<file path="src/rtl/wb_conmax_wrr_sched_pkg.sv">
// Shared constants and types for the weighted round-robin slave-port scheduler.
// State encodings are fixed so external checkers can decode the FSM by value.
package wb_conmax_wrr_sched_pkg;

  localparam int NUM_MST = 8;
  localparam int SEL_W   = 3;

  typedef enum logic [1:0] {
    ST_IDLE  = 2'd0,
    ST_GRANT = 2'd1,
    ST_GAP   = 2'd2
  } state_t;

  // Why the current owner loses the port; timeout outranks a dropped request.
  typedef enum logic [1:0] {
    REL_NONE  = 2'd0,
    REL_DROP  = 2'd1,
    REL_QUOTA = 2'd2,
    REL_TMO   = 2'd3
  } rel_t;

endpackage

</file>
<file path="src/rtl/wb_conmax_rr_pick.sv">
// Rotating-priority finder: returns the first set bit of i_elig scanning from
// i_ptr upwards with wrap 7->0.
module wb_conmax_rr_pick
  import wb_conmax_wrr_sched_pkg::*;
(
  input  logic [NUM_MST-1:0] i_elig,
  input  logic [SEL_W-1:0]   i_ptr,
  output logic [SEL_W-1:0]   o_idx,
  output logic               o_any
);

  logic [NUM_MST-1:0] w_rot;
  logic [SEL_W-1:0]   w_off;

  // w_rot[k] is the master k positions after the pointer.
  always_comb begin
    for (int i = 0; i < NUM_MST; i++) begin
      w_rot[i] = i_elig[SEL_W'(i) + i_ptr];
    end
  end

  always_comb begin
    w_off = '0;
    for (int i = NUM_MST - 1; i >= 0; i--) begin
      if (w_rot[i]) w_off = SEL_W'(i);
    end
  end

  assign o_idx = i_ptr + w_off;
  assign o_any = |i_elig;

endmodule

</file>
<file path="src/rtl/wb_conmax_wrr_sched.sv">
// Weighted round-robin owner select for one shared slave port with per-grant
// termination quota, stall watchdog, and a one-cycle idle gap on every handover.
module wb_conmax_wrr_sched
  import wb_conmax_wrr_sched_pkg::*;
#(
  parameter int WW = 4,
  parameter int TW = 8
) (
  input  logic                 clk_i,
  input  logic                 rst_i,
  input  logic [NUM_MST-1:0]   req_i,
  input  logic                 term_i,
  input  logic [NUM_MST*WW-1:0] wgt_i,
  input  logic [TW-1:0]        tmo_lim_i,
  output logic [SEL_W-1:0]     sel_o,
  output logic                 sel_vld_o,
  output logic                 tmo_err_o,
  output logic [NUM_MST-1:0]   mask_o
);

  state_t             r_state, w_nxt_state;
  logic [SEL_W-1:0]   r_sel, w_nxt_sel;
  logic [SEL_W-1:0]   r_ptr, w_nxt_ptr;
  logic [WW-1:0]      r_credit, w_nxt_credit;
  logic [TW-1:0]      r_wdog, w_nxt_wdog;
  logic               r_tmo_err, w_nxt_tmo_err;
  logic [NUM_MST-1:0] r_mask, w_nxt_mask;

  logic [NUM_MST-1:0] w_elig;
  logic [NUM_MST-1:0] w_sel_bit;
  logic [SEL_W-1:0]   w_pick_idx;
  logic               w_pick_any;
  logic [WW-1:0]      w_pick_wgt, w_cur_wgt;
  logic [WW-1:0]      w_pick_quota, w_cur_quota;
  logic               w_others;
  logic               w_last_credit;
  logic               w_tmo_hit;
  rel_t               w_rel;

  assign w_elig    = req_i & ~r_mask;
  assign w_sel_bit = NUM_MST'(1) << r_sel;
  assign w_others  = |(w_elig & ~w_sel_bit);

  wb_conmax_rr_pick u_pick (
    .i_elig (w_elig),
    .i_ptr  (r_ptr),
    .o_idx  (w_pick_idx),
    .o_any  (w_pick_any)
  );

  // A zero weight still grants one termination.
  assign w_pick_wgt   = wgt_i[w_pick_idx*WW +: WW];
  assign w_cur_wgt    = wgt_i[r_sel*WW +: WW];
  assign w_pick_quota = (w_pick_wgt == '0) ? WW'(1) : w_pick_wgt;
  assign w_cur_quota  = (w_cur_wgt == '0) ? WW'(1) : w_cur_wgt;

  assign w_last_credit = (r_credit == WW'(1));
  // Compared one bit wider so a saturated counter can never alias onto the limit.
  assign w_tmo_hit = (tmo_lim_i != '0) && !term_i &&
                     (({1'b0, r_wdog} + (TW+1)'(1)) == {1'b0, tmo_lim_i});

  always_comb begin
    if (w_tmo_hit)                               w_rel = REL_TMO;
    else if (!req_i[r_sel])                      w_rel = REL_DROP;
    else if (term_i && w_last_credit && w_others) w_rel = REL_QUOTA;
    else                                         w_rel = REL_NONE;
  end

  always_comb begin
    w_nxt_state   = r_state;
    w_nxt_sel     = r_sel;
    w_nxt_ptr     = r_ptr;
    w_nxt_credit  = r_credit;
    w_nxt_wdog    = r_wdog;
    w_nxt_tmo_err = 1'b0;
    w_nxt_mask    = r_mask & req_i;

    case (r_state)
      ST_IDLE, ST_GAP: begin
        if (w_pick_any) begin
          w_nxt_state  = ST_GRANT;
          w_nxt_sel    = w_pick_idx;
          w_nxt_credit = w_pick_quota;
          w_nxt_wdog   = '0;
        end else begin
          w_nxt_state  = ST_IDLE;
        end
      end

      ST_GRANT: begin
        if (term_i) begin
          w_nxt_wdog   = '0;
          w_nxt_credit = w_last_credit ? w_cur_quota : r_credit - WW'(1);
        end else if (r_wdog != '1) begin
          w_nxt_wdog   = r_wdog + TW'(1);
        end

        if (w_rel != REL_NONE) begin
          w_nxt_state = ST_GAP;
          w_nxt_ptr   = r_sel + SEL_W'(1);
        end

        // The mask set wins over the same-cycle clear from a dropped request.
        if (w_rel == REL_TMO) begin
          w_nxt_tmo_err = 1'b1;
          w_nxt_mask    = w_nxt_mask | w_sel_bit;
        end
      end

      default: w_nxt_state = ST_IDLE;
    endcase
  end

  always_ff @(posedge clk_i) begin
    if (rst_i) begin
      r_state   <= ST_IDLE;
      r_sel     <= '0;
      r_ptr     <= '0;
      r_credit  <= '0;
      r_wdog    <= '0;
      r_tmo_err <= 1'b0;
      r_mask    <= '0;
    end else begin
      r_state   <= w_nxt_state;
      r_sel     <= w_nxt_sel;
      r_ptr     <= w_nxt_ptr;
      r_credit  <= w_nxt_credit;
      r_wdog    <= w_nxt_wdog;
      r_tmo_err <= w_nxt_tmo_err;
      r_mask    <= w_nxt_mask;
    end
  end

  assign sel_o     = r_sel;
  assign sel_vld_o = (r_state == ST_GRANT);
  assign tmo_err_o = r_tmo_err;
  assign mask_o    = r_mask;

endmodule

</file>
<file path="config.mk">
export PLATFORM = sky130hd
export DESIGN_NAME = wb_conmax_wrr_sched
export DESIGN_NICKNAME = d
export VERILOG_FILES = /design/src/rtl/wb_conmax_wrr_sched_pkg.sv /design/src/rtl/wb_conmax_rr_pick.sv /design/src/rtl/wb_conmax_wrr_sched.sv
export SDC_FILE = /design/constraint.sdc
export NUM_CORES = 1
export LEC_CHECK = 0
export BUFFER_PORTS_ARGS = -buffer_cell sky130_fd_sc_hd__buf_2
export CAP_MARGIN = 30
export CORE_UTILIZATION = 25
export CTS_CLUSTER_SIZE = 24
export DETAILED_ROUTE_END_ITERATION = 12
export PLACE_DENSITY = 0.51
export SETUP_SLACK_MARGIN = 0.15
export SYNTH_ARGS = -nofsm -noshare
export SYNTH_HDL_FRONTEND = slang
export SYNTH_HIERARCHICAL = 1
export SYNTH_SLANG_ARGS = --single-unit
</file>
<file path="constraint.sdc">
create_clock -name clk_i -period 8.3 [get_ports clk_i]
set_clock_uncertainty 0.15 [all_clocks]
set_input_delay 1.66 -clock clk_i [delete_from_list [all_inputs] [get_ports clk_i]]
set_output_delay 1.66 -clock clk_i [all_outputs]
set_load 0.005 [all_outputs]
</file>
==> flow_metrics.env, run 1 <==
export IMPL_die_area_sq_um=12700
export IMPL_drtIter0Drc=104
export IMPL_cts_buffers=5
export IMPL_status="finished clean"
export IMPL_critPathKind="in -> reg"
export IMPL_rows=40
export IMPL_coreArea_sq_um=12000
export IMPL_ant_nets=0
export IMPL_cp_max_fo=7
export IMPL_initial_core_util_pct=25.6
export IMPL_antenna_found_initial=0
export IMPL_diodes=0
export IMPL_synth_seq_cells=29
export IMPL_cts_tree="done"
export IMPL_ys_warn_count=6
export IMPL_syn_area_per_cell_sq_um=8.90
export IMPL_cts_htree_levels=2
export IMPL_finalPower_uw=767
export IMPL_hold_class="reg -> reg"
export IMPL_routedWlPerCell_um=15.4
export IMPL_fin_nets=459
export IMPL_placed_cell_area_sq_um=3450
export IMPL_postLayoutCellArea_sq_um=3610
export IMPL_setup_slack_ps=2840
export IMPL_ys_types=58
export IMPL_synth_cells=344
export IMPL_die_height_um=113
export IMPL_dr_pass1_iters=4
export IMPL_synth_nets=408
export IMPL_cts_setup_buffers=0
export IMPL_post_route_period_util_pct=65.7
export IMPL_clk_path_buf_depth=2
export IMPL_grt_pass1_vias=2830
export IMPL_hold_buffers=0
export IMPL_slew_viol_final=0
export IMPL_ios=64
export IMPL_finalHoldViolations=0
export IMPL_maxCapViolations=0
export IMPL_preCtsSetupSlack_ps=2580
export IMPL_cp_required_ps=8340
export IMPL_setup_viol=0
export IMPL_yosysSeqAreaShare_pct=19.0
export IMPL_period_needed_ps=5460
export IMPL_via_per_inst=5.14
export IMPL_cp_end_kind="register"
export IMPL_relSlewSlack_pct=40.7
export IMPL_grt_usage_pct=13.8
export IMPL_grt_overflow=0
export IMPL_cp_start_kind="input port"
export IMPL_p_per_area_nw_per_um2=212
export IMPL_drive_gt1_share_pct=29.5
export IMPL_port_buffers=63
export IMPL_vias=2793
export IMPL_drt_wl_total_mm=8.38
export IMPL_crit_arrival_ps=5500
export IMPL_gp_congestion=0.785
export IMPL_worst_pin_slew_ps=888
export IMPL_grt_pass1_wl_mm=14.1
export IMPL_fmax_mhz=183
export IMPL_cts_sinks=29
export IMPL_syn_to_final_growth_pct=17.9
export IMPL_cts_resized_gates=0
export IMPL_dp_hpwl_mm=6.57
export IMPL_syn_cell_area_sq_um=3060
export IMPL_die_w_um=113
export IMPL_ir_drop_uv=62.3
export IMPL_rsz0062_at_grt="false"
export IMPL_p_leak_nw=1.39
export IMPL_root_buffer="clkbuf_16"
export IMPL_insertion_delay_ps=270
export IMPL_grt_max_degree=33
export IMPL_finalSetupTns_ps=0
export IMPL_drcViolationCount=0
export IMPL_clkSlewWorstSetupHoldPaths_ps=50
-- path summary, 6_finish.rpt --
| kind | from | endpoint | slack [ps] | cells past startpoint |
|---|---|---|---|---|
| max | req_i[6] | r_credit[0] | 2840 | 16 |
| min reg2reg | mask_o[0] | mask_o[0] | 320 | 2 |
| min | mask_o[0] | mask_o[0] | 320 | 2 |
| max reg2reg | r_ptr[0] | r_credit[0] | 3300 | 17 |
-- flip-flops by register name (all words and copies together) (netlist names) --
signal / cells
mask_o: 8
r_wdog: 8
r_credit: 4
r_ptr: 3
sel_o: 3
r_state: 2
tmo_err_o: 1
-- synth_stat cells, drive strengths merged --
cell | n | share of area (%)
or2 | 1 | 0.20
a31oi | 1 | 0.20
nand4bb | 1 | 0.37
ha | 12 | 4.9
xnor2 | 4 | 1.1
dfxtp | 29 | 19
o211ai | 4 | 0.98
nor2 | 27 | 3.3
nand3 | 14 | 2.5
nor4 | 6 | 1.7
nand4 | 1 | 0.20
o221ai | 4 | 1.6
xor2 | 8 | 2.3
nand3b | 1 | 0.25
mux2 | 10 | 4.0
o311ai | 1 | 0.53
buf | 12 | 2.8
and3 | 4 | 1.1
a221oi | 1 | 0.29
nand2 | 28 | 3.4
or3 | 1 | 0.20
o21ai | 16 | 2.6
a211oi | 6 | 1.5
nor4b | 2 | 0.78
and4 | 1 | 0.29
nor2b | 14 | 3.1
nand2b | 12 | 2.5
clkbuf | 8 | 0.98
o31ai | 1 | 0.25
o2111ai | 3 | 1.1
mux4 | 22 | 16
a2bb2oi | 1 | 0.29
inv | 15 | 1.8
a21oi | 30 | 5.0
a211o | 1 | 0.29
fa | 1 | 0.65
nor3 | 7 | 1.1
o32a | 1 | 0.33
o21a | 1 | 0.25
mux2i | 21 | 7.3
a22oi | 4 | 0.98
nor3b | 7 | 1.7
-- cells in the final DEF (no fill, tap or decap), drive strengths merged, types with 6 or more instances in the layout --
master and instances:
clkbuf 7, o21ai 16, ha 12, dfxtp 29, nand2 28, mux2 10
nor3 7, nand2b 12, nor2b 14, xor2 8, nor4 6, nor3b 7
nor2 27, a211oi 6, nand3 14, mux2i 21, inv 15, a21oi 30
mux4 22, buf 64
-- cell families after synthesis --
family / Yosys count / synth area share [%]
AO/OA/AOI/OAI: 75 / 16.1
XOR/XNOR: 12 / 3.43
adder cells (fa/ha/maj): 13 / 5.56
buffers and inverters: 35 / 5.60
flip-flops: 29 / 19.0
multiplexers: 53 / 27.6
AND/OR/NAND/NOR: 127 / 22.8
-- report_power, final --
| part | leakage, nW | total, mW | internal (mW) | switching [mW] |
|---|---|---|---|---|
| clock | 0.0799 | 0.190 | 0.127 | 0.0631 |
| combinational | 1.07 | 0.386 | 0.198 | 0.188 |
| sequential | 0.236 | 0.192 | 0.153 | 0.0385 |
| total | 1.39 | 0.767 | 0.478 | 0.289 |
-- stage by stage --
stage | utilization [%] | cells | hold slack [ps]
after floorplan | - | 344 | 318
final | 30.2 | 543 | 319
after global routing | 30.2 | 543 | 349
after CTS | 30.2 | 543 | 323
after global placement | 28.9 | 535 | 315
after detailed placement | 28.9 | 535 | 317
-- area by class of cell --
cell class / instances / area [sq um]
clock buffers: 7 / 153
multi-input cells: 280 / 2310
fillers: 1243 / 8350
well taps: 147 / 184
flip-flops and latches: 29 / 581
clock inverters: 1 / 5.00
repair buffers: 64 / 323
inverters: 15 / 56.3
-- per-layer routing --
layer / track usage [%] / vias to the layer above / share of wire (%)
met5: 0 / - / 0
met1: 17.2 / 1349 / 47
met2: 24.5 / 48 / 50
met3: 2.16 / 10 / 2.1
li1: - / 1386 / -
met4: 4.27 / 0 / 1.4
-- worst max-delay path, cell delays in order --
cell and delay [ps]:
buf_2 110, nor2b_1 210, mux4_2 540, o221ai_2 240, nor2b_1 160, o211ai_1 100
a21oi_1 190, ha_1 170, inv_1 50, fa_1 370, xnor2_1 150, xnor2_1 550
mux2_2 420, o31ai_1 260, a2bb2oi_1 90, a211oi_1 230
No activity file was read; power rests on OpenSTA's default activity.
==> run 2: changes to the inputs <==
==> constraint.sdc (replaced) <==
create_clock -name clk_i -period 5.6 [get_ports clk_i]
set_clock_uncertainty 0.15 [all_clocks]
set_input_delay 1.12 -clock clk_i [delete_from_list [all_inputs] [get_ports clk_i]]
set_output_delay 1.12 -clock clk_i [all_outputs]
set_load 0.005 [all_outputs]
==> run 2 against run 1 <==
Against the previous run:
- first-iteration DRC count is 13% higher
- worst setup slack lost 2000 ps
- via count increased by 0.64%
- clock power is 48% higher
- combinational power grew 52%
- clock-buffer cell count unchanged
- critical path type unchanged
- cell count increased by 0.55%
==> flow_metrics.env, run 2 (synthesis results as in run 1) <==
export IMPL_fill_cells=1253
export IMPL_initial_core_util_pct=25.6
export IMPL_hold_buffers=0
export IMPL_p_leak_nw=1.40
export IMPL_finalSetupTns_ps=0
export IMPL_post_route_period_util_pct=85.0
export IMPL_fmax_mhz=210
export IMPL_status="finished clean"
export IMPL_grt_usage_pct=14.1
export IMPL_die_w_um=113
export IMPL_antenna_found_initial=0
export IMPL_area_sequential_sq_um=581
export IMPL_ios=64
export IMPL_grt_max_degree=33
export IMPL_placed_cell_area_sq_um=3480
export IMPL_multi_input_area_sq_um=2310
export IMPL_critPathKind="in -> reg"
export IMPL_cts_sinks=29
export IMPL_mostFrequentLayoutCell="buf_2"
export IMPL_relSlewSlack_pct=39.2
export IMPL_crit_arrival_ps=4800
export IMPL_setup_viol=0
export IMPL_cts_buffers=5
export IMPL_grt_pass1_vias=2866
export IMPL_reg2reg_slack_ps=910
export IMPL_min_path_cells=2
export IMPL_via_per_inst=5.15
export IMPL_drtIter0Drc=117
export IMPL_cp_required_ps=5640
export IMPL_worst_pin_slew_ps=911
export IMPL_ant_nets=0
export IMPL_r2r_end="r_credit[0]"
export IMPL_rows=40
export IMPL_cts_tree="done"
export IMPL_vias=2811
export IMPL_drcViolationCount=0
export IMPL_die_height_um=113
export IMPL_postLayoutCellArea_sq_um=3630
export IMPL_cts_htree_levels=2
export IMPL_gp_congestion=0.789
export IMPL_ir_drop_uv=146
export IMPL_cts_setup_buffers=0
export IMPL_fin_nets=462
export IMPL_cts_resized_gates=0
export IMPL_grt_pass1_wl_mm=14.3
export IMPL_dr_pass1_iters=4
export IMPL_clkSlewWorstSetupHoldPaths_ps=50
export IMPL_clk_path_buf_depth=2
export IMPL_final_cell_mix="buf_2, a21oi_1, dfxtp_1"
export IMPL_p_per_area_nw_per_um2=314
export IMPL_dp_cells=538
export IMPL_slew_viol_final=0
export IMPL_finalHoldViolations=0
export IMPL_cp_max_fo=9
export IMPL_hold_class="reg -> reg"
export IMPL_drive_gt1_share_pct=30.1
export IMPL_coreArea_sq_um=12000
export IMPL_insertion_delay_ps=270
export IMPL_period_needed_ps=4760
export IMPL_hold_start="mask_o[1]"
export IMPL_r2r_start="r_ptr[1]"
export IMPL_routedWlPerCell_um=15.3
export IMPL_cp_end_kind="register"
export IMPL_syn_to_final_growth_pct=18.7
export IMPL_rsz0062_at_grt="false"
export IMPL_port_buffers=63
export IMPL_maxCapViolations=0
export IMPL_holdPathEnd="mask_o[1]"
export IMPL_diodes=0
export IMPL_cp_start_kind="input port"
export IMPL_grt_overflow=0
export IMPL_final_util_pct=30.4
export IMPL_die_area_sq_um=12700
export IMPL_final_cells=546
export IMPL_drt_wl_total_mm=8.33
export IMPL_dp_hpwl_mm=6.56
export IMPL_root_buffer="clkbuf_16"
export IMPL_r2r_cells=18
-- run 2: cell count changes in the layout (fill, tap and decap cells not counted), sizes merged --
cell / previous run / this run
buf: 64 / 67
-- run 2: power by group --
| group | leakage [nW] | switching, mW | internal, mW |
|---|---|---|---|
| combinational | 1.09 | 0.288 | 0.300 |
| clock | 0.0799 | 0.0943 | 0.188 |
| sequential | 0.236 | 0.0452 | 0.227 |
| total | 1.40 | 0.427 | 0.715 |
-- run 2: per-stage QoR --
step	power (mW)	worst slack (ps)	hold WS [ps]
floorplan	0.736	910	318
global placement	0.855	639	317
detailed placement	0.866	549	327
CTS	1.16	834	334
global route	1.23	471	356
finish	1.14	842	332
-- run 2: worst max-delay path, cell delays in order --
cell and delay, ps:
buf_2 110, nor2b_1 200, mux4_2 530, o221ai_2 230, nor2b_1 160, o211ai_1 110
a21oi_1 170, ha_1 160, inv_1 50, fa_1 430, inv_1 290, mux4_2 350
mux2_2 290, o31ai_1 260, a2bb2oi_1 90, a211oi_1 240
-- run 2: how the worst max path moves through the flow --
stage	from	endpoint	cells past startpoint	slack, ps
after floorplan	req_i[4]	r_credit[0]	16	910
after global placement	req_i[0]	r_credit[0]	17	640
after detailed placement	req_i[6]	r_credit[0]	16	550
after CTS	req_i[6]	r_credit[0]	16	830
after global routing	req_i[1]	r_credit[0]	17	470
final	req_i[6]	r_credit[0]	16	840
-- run 2: cell type report --
type / count / share of cell area [%]
clock buffers: 7 / 4.20
clock inverters: 1 / 0.138
inverters: 15 / 1.55
multi-input cells: 280 / 63.6
flip-flops and latches: 29 / 16.0
well taps: 147 / 5.06
repair buffers: 67 / 9.50
-- run 2: per-layer routing --
| metal | share of wire (%) | track usage (%) | vias to the layer above | wire, um |
|---|---|---|---|---|
| met5 | 0 | 0 | - | 0 |
| met4 | 1.2 | 4.53 | 0 | 99 |
| met3 | 3.7 | 2.27 | 8 | 306 |
| met2 | 50 | 24.5 | 60 | 4180 |
| met1 | 45 | 17.8 | 1345 | 3740 |
| li1 | - | - | 1398 | - |
==> run 3: changes to the inputs <==
==> constraint.sdc (replaced) <==
create_clock -name clk_i -period 4.4 [get_ports clk_i]
set_clock_uncertainty 0.15 [all_clocks]
set_input_delay 0.88 -clock clk_i [delete_from_list [all_inputs] [get_ports clk_i]]
set_output_delay 0.88 -clock clk_i [all_outputs]
set_load 0.005 [all_outputs]
==> run 3 against run 2 <==
Against the previous run:
- die area unchanged
- critical path depth unchanged
- cell count increased by 5.5%
- sequential share of layout area decreased by 1.8 points
- global-route usage decreased by 0.073 points
- sequential cell count unchanged
- total power increased by 54%
- design area increased by 12%
- register-to-register slack got worse by 490 ps
- via count increased by 3.8%
- first-iteration DRC count decreased by 38%
==> flow_metrics.env, run 3 (synthesis results as in run 1) <==
export IMPL_multi_input_area_sq_um=2460
export IMPL_worst_pin_slew_ps=908
export IMPL_met3RoutedLength_um=129
export IMPL_cts_tree="done"
export IMPL_grt_usage_pct=14.1
export IMPL_crit_arrival_ps=4170
export IMPL_maxUsedRoutingLayer="met4"
export IMPL_fin_nets=492
export IMPL_finalPower_mw=1.76
export IMPL_dr_wl_met2_mm=4.27
export IMPL_ant_nets=0
export IMPL_clk_path_buf_depth=2
export IMPL_diodes=0
export IMPL_p_per_area_nw_per_um2=432
export IMPL_drive_gt1_share_pct=40.3
export IMPL_ios=64
export IMPL_coreArea_sq_um=12000
export IMPL_dr_pass1_iters=4
export IMPL_via_per_inst=5.07
export IMPL_grt_max_degree=33
export IMPL_cp_max_fo=7
export IMPL_drtIter0Drc=73
export IMPL_final_util_pct=34.1
export IMPL_cts_htree_levels=2
export IMPL_wl_met1_mm=4.03
export IMPL_fill_cells=1248
export IMPL_routedWlPerCell_um=14.9
export IMPL_period_needed_ps=4130
export IMPL_rows=40
export IMPL_drt_wl_total_mm=8.56
export IMPL_cp_required_ps=4450
export IMPL_clkSlewWorstSetupHoldPaths_ps=50
export IMPL_vias=2919
export IMPL_critPathKind="in -> reg"
export IMPL_post_route_period_util_pct=93.8
export IMPL_rsz0062_at_grt="true"
export IMPL_final_cell_mix="buf_2, buf_4, dfxtp_1"
export IMPL_hold_class="reg -> reg"
export IMPL_hold_buffers=0
export IMPL_grt_pass1_vias=2945
export IMPL_root_buffer="clkbuf_16"
export IMPL_syn_to_final_growth_pct=33.3
export IMPL_drcViolationCount=0
export IMPL_area_sequential_sq_um=581
export IMPL_maxCapViolations=0
export IMPL_cp_start_kind="input port"
export IMPL_setup_slack_ps=272
export IMPL_slew_viol_final=0
export IMPL_fmax_mhz=242
export IMPL_ir_drop_uv=155
export IMPL_die_area_sq_um=12700
export IMPL_cts_buffers=5
export IMPL_grt_pass1_wl_mm=14.5
export IMPL_die_height_um=113
export IMPL_grt_overflow=0
export IMPL_setup_viol=0
export IMPL_cp_end_kind="register"
export IMPL_insertion_delay_ps=270
export IMPL_gp_congestion=0.814
export IMPL_placed_cell_area_sq_um=3690
export IMPL_mostFrequentLayoutCell="buf_2"
export IMPL_initial_core_util_pct=25.6
export IMPL_preCtsSetupSlack_ps=-261
export IMPL_finalHoldViolations=0
export IMPL_postLayoutCellArea_sq_um=4080
export IMPL_die_w_um=113
export IMPL_status="finished clean"
export IMPL_dp_hpwl_mm=6.68
export IMPL_antenna_found_initial=0
export IMPL_cts_sinks=29
export IMPL_relSlewSlack_pct=39.4
export IMPL_p_leak_nw=1.65
export IMPL_port_buffers=63
## run 3: stage by stage
stage | setup TNS [ps] | instances | hold WS (ps)
floorplan | 0 | 344 | 318
global route | 0 | 576 | 396
finish | 0 | 576 | 364
CTS | 0 | 576 | 347
global placement | -306 | 563 | 320
detailed placement | -574 | 563 | 334
## run 3: final timing paths
check            start          end  slack, ps  cells past startpoint
max           req_i[7]  r_credit[0]        270                     16
min          mask_o[6]    mask_o[6]        360                      2
max reg2reg   r_ptr[1]  r_credit[0]        420                     17
min reg2reg  mask_o[6]    mask_o[6]        360                      2
## run 3: what timing repair did
item,CTS,global route
setup buffers,5,0
pin swaps,9,8
gates resized for setup,27,16
setup endpoints to repair,1,4
## run 3: power by group
part	internal [mW]	switching (mW)
Combinational	0.538	0.440
Sequential	0.289	0.0506
Clock	0.323	0.121
## run 3: routing by layer
layer | vias to the layer above | track usage [%]
met3 | 10 | 1.51
met2 | 34 | 25.3
met4 | 0 | 4.44
met5 | - | 0
li1 | 1448 | -
met1 | 1427 | 17.5
## run 3: final cells by class
class / count / share of cell area [%]
flip-flops and latches: 29 / 14.2
clock inverters: 3 / 1.59
repair buffers: 97 / 15.0
inverters: 15 / 1.44
well taps: 147 / 4.50
clock buffers: 5 / 3.06
multi-input cells: 280 / 60.2
## run 3: critical path, stage by stage
cell       delay [ps]
buf_6              90
nor2b_4           130
mux4_2            480
o221ai_2          220
nor2b_2           180
o211ai_1          100
a21oi_1           150
ha_2              190
inv_2              30
fa_2              550
inv_4              60
mux4_2            280
mux2_4            300
o31ai_4           250
a2bb2oi_2          90
a211oi_2          180
